**src/rtl/conv_wx_issue.sv**
```systemverilog
// Pairs weight/activation beats into tagged FIFO writes for a job of n_grp x n_step beats.
// Optional performance counters are enabled with the CONV_WX_ISSUE_PERF_EN macro.
`ifndef SA_TAG_DW
`define SA_TAG_DW 3
`endif
`ifndef M
`define M 1
`endif
`ifndef P
`define P 1
`endif

module conv_wx_issue #(
    parameter int TAG_DW = `SA_TAG_DW,
    parameter int W_DW   = `M*4*8,
    parameter int X_DW   = `P*2*8
) (
    input  logic                          main_clk,
    input  logic                          main_rst,
    input  logic                          start,
    input  logic [15:0]                   n_grp,
    input  logic [15:0]                   n_step,
    output logic                          busy,
    output logic                          done,
    input  logic                          w_valid,
    output logic                          w_ready,
    input  logic [W_DW-1:0]               w_data,
    input  logic                          x_valid,
    output logic                          x_ready,
    input  logic [X_DW-1:0]               x_data,
    input  logic                          fifo_prog_full,
    output logic                          fifo_wr_en,
    output logic [TAG_DW+W_DW+X_DW-1:0]   fifo_din,
    output logic [31:0]                   busy_cnt,
    output logic [31:0]                   stall_cnt
);
    localparam int DIN_W = TAG_DW + W_DW + X_DW;

    typedef enum logic [1:0] {S_IDLE, S_RUN, S_FLUSH, S_DONE} state_t;

    state_t             state_q, state_d;
    logic [15:0]        n_grp_q, n_grp_d, n_step_q, n_step_d;
    logic [15:0]        step_q, step_d, grp_q, grp_d;
    logic               wr_en_q, wr_en_d;
    logic [DIN_W-1:0]   din_q, din_d;
    logic               busy_q, busy_d, done_q, done_d;
    logic               fire, last_step, last_grp;
    logic [TAG_DW-1:0]  tag;

    assign fire    = (state_q == S_RUN) & w_valid & x_valid & ~fifo_prog_full;
    assign w_ready = fire;
    assign x_ready = fire;

    always_comb begin
        state_d   = state_q;
        n_grp_d   = n_grp_q;
        n_step_d  = n_step_q;
        step_d    = step_q;
        grp_d     = grp_q;
        din_d     = din_q;
        wr_en_d   = fire;
        last_step = (step_q == n_step_q - 16'd1);
        last_grp  = (grp_q == n_grp_q - 16'd1);
        tag       = '0;
        tag[0]    = (step_q == 16'd0);
        tag[1]    = last_step;
        tag[2]    = last_step & last_grp;
        if (fire) din_d = {tag, w_data, x_data};
        case (state_q)
            S_IDLE: if (start) begin
                n_grp_d  = n_grp;
                n_step_d = n_step;
                step_d   = '0;
                grp_d    = '0;
                // an empty job completes immediately without touching the FIFO
                state_d  = (n_grp == 16'd0 || n_step == 16'd0) ? S_DONE : S_RUN;
            end
            S_RUN: if (fire) begin
                if (last_step) begin
                    step_d = '0;
                    if (last_grp) state_d = S_FLUSH;
                    else          grp_d   = grp_q + 16'd1;
                end else begin
                    step_d = step_q + 16'd1;
                end
            end
            S_FLUSH: state_d = S_DONE;
            default: state_d = S_IDLE;
        endcase
        busy_d = (state_d != S_IDLE);
        done_d = (state_d == S_DONE);
    end

    always_ff @(posedge main_clk) begin
        if (main_rst) begin
            state_q  <= S_IDLE;
            n_grp_q  <= '0;
            n_step_q <= '0;
            step_q   <= '0;
            grp_q    <= '0;
            wr_en_q  <= 1'b0;
            din_q    <= '0;
            busy_q   <= 1'b0;
            done_q   <= 1'b0;
        end else begin
            state_q  <= state_d;
            n_grp_q  <= n_grp_d;
            n_step_q <= n_step_d;
            step_q   <= step_d;
            grp_q    <= grp_d;
            wr_en_q  <= wr_en_d;
            din_q    <= din_d;
            busy_q   <= busy_d;
            done_q   <= done_d;
        end
    end

    assign busy       = busy_q;
    assign done       = done_q;
    assign fifo_wr_en = wr_en_q;
    assign fifo_din   = din_q;

`ifdef CONV_WX_ISSUE_PERF_EN
    logic [31:0] busy_cnt_q, busy_cnt_d, stall_cnt_q, stall_cnt_d;

    always_comb begin
        busy_cnt_d  = busy_cnt_q;
        stall_cnt_d = stall_cnt_q;
        if (state_q == S_IDLE && start) begin
            busy_cnt_d  = '0;
            stall_cnt_d = '0;
        end else begin
            if (busy_q && busy_cnt_q != '1) busy_cnt_d = busy_cnt_q + 32'd1;
            if (state_q == S_RUN && w_valid && x_valid && fifo_prog_full && stall_cnt_q != '1)
                stall_cnt_d = stall_cnt_q + 32'd1;
        end
    end

    always_ff @(posedge main_clk) begin
        if (main_rst) begin
            busy_cnt_q  <= '0;
            stall_cnt_q <= '0;
        end else begin
            busy_cnt_q  <= busy_cnt_d;
            stall_cnt_q <= stall_cnt_d;
        end
    end

    assign busy_cnt  = busy_cnt_q;
    assign stall_cnt = stall_cnt_q;
`else
    assign busy_cnt  = '0;
    assign stall_cnt = '0;
`endif

endmodule
```
**config.mk**
```make
export PLATFORM = sky130hd
export DESIGN_NAME = conv_wx_issue
export DESIGN_NICKNAME = d
export VERILOG_FILES = /design/src/rtl/conv_wx_issue.sv
export SDC_FILE = /design/constraint.sdc
export NUM_CORES = 1
export LEC_CHECK = 0
export CAP_MARGIN = 20
export CORE_ASPECT_RATIO = 1.25
export CORE_MARGIN = 5
export CORE_UTILIZATION = 47
export DETAILED_ROUTE_END_ITERATION = 12
export PLACE_DENSITY_LB_ADDON = 0.15
export SETUP_SLACK_MARGIN = 0.2
export SLEW_MARGIN = 20
export SYNTH_ARGS = -nofsm -noshare
export SYNTH_HDL_FRONTEND = slang
export SYNTH_SLANG_ARGS = --single-unit
```
**constraint.sdc**
```tcl
create_clock -name main_clk -period 3.85 [get_ports main_clk]
set_clock_uncertainty 0.1 [all_clocks]
set_input_delay 0.77 -clock main_clk [delete_from_list [all_inputs] [get_ports main_clk]]
set_output_delay 0.77 -clock main_clk [all_outputs]
set_load 0.03 [all_outputs]
```
==> flow_summary.json <==
{
  "core.rowCount": 47,
  "antenna_found_initial": 0,
  "hold_path_end": "fifo_din[0]$_SDFFE_PP0P_",
  "syn_area_um2": 6362,
  "drtIter0Drc": 281,
  "place_ws_ns": 0.2163,
  "finalNetCount": 1040,
  "max_stage_delay_ns": 0.49,
  "place_hpwl_um": 12750,
  "place_area_um2": 7621,
  "peakVddDrop_uv": 242.1,
  "fin_ws_ns": 0.4941,
  "min_path_type": "flop to flop",
  "insertion_delay_ns": 0.42,
  "yosysSeqAreaShare": 0.3776,
  "cts_buffer_depth": 2,
  "slew_viol_final": 0,
  "reg2reg_setup_slack_ns": 0.49,
  "viasPerCell": 5.119,
  "critical_path.top_delay_family": "compound AO/OA/AOI/OAI gates",
  "p_comb_frac": 0.148,
  "p_per_area_nw_per_um2": 418.2,
  "p_clk_frac": 0.471,
  "cp.arrival_ns": 3.57,
  "maxCapViolCount": 0,
  "grtUsageTotal": 0.2116,
  "fin_crit_sh": 0.8717,
  "root_buffer": "clkbuf_16",
  "cts.sinks": 120,
  "seq_power_share": 0.381,
  "rsz0062_at_grt": "false",
  "vias": 5805,
  "hp-start": "fifo_din[0]$_SDFFE_PP0P_",
  "seq_area_um2": 2402,
  "start_util": 0.4787,
  "grt_overflow": 0,
  "first_pass_iters": 4,
  "cts.reportedPaths.clkPinSlew_ns": 0.05,
  "drive_gt1_frac": 0.06653,
  "drc": 0,
  "reg2reg_depth": 11,
  "fmax_ghz": 0.2980,
  "synth_edf_count": 0,
  "ys_types": 68,
  "finalHoldViolCount": 0,
  "hold_ws_ns": 0.3519,
  "syn_to_final_growth_pct": 29.99,
  "worst-path-buf-inv": 1,
  "worst_slew_pin_slew_ns": 0.7300,
  "syn_inst": 825,
  "numCtsBuffers": 17,
  "status": "complete, no violations",
  "ant_nets": 0,
  "routed_wl_um": 17130,
  "synth.avg_cell_area_um2": 7.712,
  "dieWidth_um": 114.1,
  "htreeDepth": 4,
  "slew-limit-headroom": 0.5088,
  "grt_pass1_vias": 5450,
  "grt_pass1_wl_um": 27040,
  "critPathKind": "flop to flop",
  "reg2reg_to": "grp_q[6]$_SDFFE_PP0P_",
  "wire_per_inst_um": 15.11,
  "cp.required_ns": 4.06,
  "cp-startpoint": "n_step_q[0]$_SDFFE_PP0P_",
  "period_minus_slack_ns": 3.356,
  "cts_tree": "built",
  "dieArea_um2": 15980,
  "globalplace.congestion": 0.9278,
  "fin_tns_setup_ns": 0,
  "core_area_um2": 13290,
  "grt_max_degree": 53,
  "p_leak_nw": 3.088,
  "ys_warn_count": 0,
  "cpMaxStageDelayCell": "or3b_2",
  "rr_startpoint": "n_step_q[0]$_SDFFE_PP0P_",
  "ys_seq_elements": 120,
  "crit_fanout": 8,
  "switching_power_mw": 0.9392,
  "endpoint_kind": "flop",
  "setup_viol": 0,
  "die_y_um": 140.1,
  "intPower_mw": 2.520,
  "timing.hold.worst_path_depth": 2,
  "synth_top_flop_cell": "dfxtp_1",
  "io_buffers": 141,
  "switching_share": 0.2715,
  "postLayoutCellArea_um2": 8270,
  "multi_input_area_um2": 3495,
  "fillers": 1233,
  "async_reset_ff_frac": 0,
  "setup.worst_path.start_class": "flop",
  "num_io_pins": 206,
  "crit_chain": "inv_1 -> ha_1 -> or3b_2 -> o41ai_1 -> and4b_1 -> o21ai_0 -> nor4_4 -> o41ai_4 -> a2111oi_4 -> a21oi_1 -> a31o_1"
}
-- synth_stat cells, types with 8 or more instances --
| master | n | area share |
|---|---|---|
| clkbuf_1 | 42 | 0.025 |
| xnor2_1 | 24 | 0.033 |
| dfxtp_1 | 120 | 0.38 |
| mux2i_1 | 10 | 0.016 |
| nand2b_1 | 8 | 0.0079 |
| nand2_1 | 194 | 0.11 |
| buf_4 | 65 | 0.077 |
| and3_1 | 8 | 0.0079 |
| nor3_1 | 12 | 0.0094 |
| nand3_1 | 18 | 0.014 |
| nand4_1 | 19 | 0.019 |
| or3_1 | 10 | 0.0098 |
| xor2_1 | 21 | 0.029 |
| nor4_1 | 18 | 0.018 |
| inv_1 | 13 | 0.0077 |
| a21oi_1 | 105 | 0.083 |
| nor2_1 | 47 | 0.028 |
-- sequential cells by signal (all words and copies together), names as in the netlist --
signal,flops
grp_q,16
n_grp_q,16
state_q,2
fifo_wr_en,1
step_q,16
busy,1
done,1
n_step_q,16
fifo_din,51
-- through the flow --
step | std cells | util | total power, mW
5_1_grt | 1133 | 0.6221 | 3.610
6_report | 1134 | 0.6223 | 3.459
3_3_place_gp | 1099 | 0.5734 | 1.850
3_5_place_dp | 1099 | 0.5734 | 1.851
2_1_floorplan | 888 | - | 1.728
4_1_cts | 1131 | 0.6196 | 3.491
-- worst max-delay path by stage --
stage,depth (start not counted),slack (ns),end
floorplan,12,0.60,grp_q[6]$_SDFFE_PP0P_
global placement,11,0.27,grp_q[5]$_SDFFE_PP0P_
detailed placement,11,0.22,grp_q[5]$_SDFFE_PP0P_
CTS,11,0.21,grp_q[5]$_SDFFE_PP0P_
global route,11,0.22,grp_q[6]$_SDFFE_PP0P_
finish,11,0.49,grp_q[6]$_SDFFE_PP0P_
-- layer usage --
metal | routed length, um | GRT usage | part of all wire | vias to the layer above
met5 | 0 | 0 | 0 | -
met4 | 499 | 0.08818 | 0.029 | 0
met3 | 1007 | 0.06255 | 0.059 | 34
met2 | 9044 | 0.3785 | 0.53 | 151
met1 | 6579 | 0.2300 | 0.38 | 2676
li1 | - | - | - | 2944
-- power groups by stage --
stage               combinational, mW  sequential (mW)  clock, mW
finish                          0.513             1.32       1.63
floorplan                       0.382             1.35          0
global placement                0.507             1.34          0
CTS                             0.509             1.32       1.66
detailed placement              0.507             1.34          0
global route                    0.558             1.32       1.73
-- cells in the final DEF, fill, tap and decap left out, types with 8 or more instances in the layout --
cell | netlist | layout
mux2i_1 | 10 | 10
nand2b_1 | 8 | 8
a21oi_1 | 105 | 105
xnor2_1 | 24 | 24
nor3_1 | 12 | 12
inv_1 | 13 | 13
dfxtp_1 | 120 | 120
nand2_1 | 194 | 194
or3_1 | 10 | 9
clkdlybuf4s50_1 | 0 | 138
and3_1 | 8 | 8
nand3_1 | 18 | 18
nor4_1 | 18 | 18
nor2_1 | 47 | 47
nand4_1 | 19 | 19
buf_4 | 65 | 14
xor2_1 | 21 | 21
clkbuf_16 | 0 | 17
conb_1 | 1 | 64
-- tightest hold or removal path, stage by stage, from the launching register on --
cell and delay [ns]:
dfxtp_1 0.30, nand2_1 0.05, a21oi_1 0.05
-- cells by family after synthesis --
group,synth area share
and+or+nand+nor,0.2749
buffers and inverters,0.1135
muxes,0.01573
other,0.0005894
xor gates and xnor gates,0.06549
adders and majority gates,0.009833
DFF,0.3776
AOI/OAI and AO/OA,0.1424
-- layout make-up --
type                       instances  area share
multi-input combinational        643      0.4225
sequential                       120      0.2905
timing repair buffer             153      0.1803
clock buffer                      18     0.05310
tap                              171     0.02587
clock inverter                    14     0.02103
inverter                          14    0.006354
antenna                            1   0.0003026
-- repair_timing --
action / in CTS / in global routing
gates resized for setup: 0 / 2
buffers inserted: 0 / 2
hold buffers: 0 / 0
endpoints found under the setup margin: 0 / 13
Note: power is estimated with default switching activity, not from simulation.
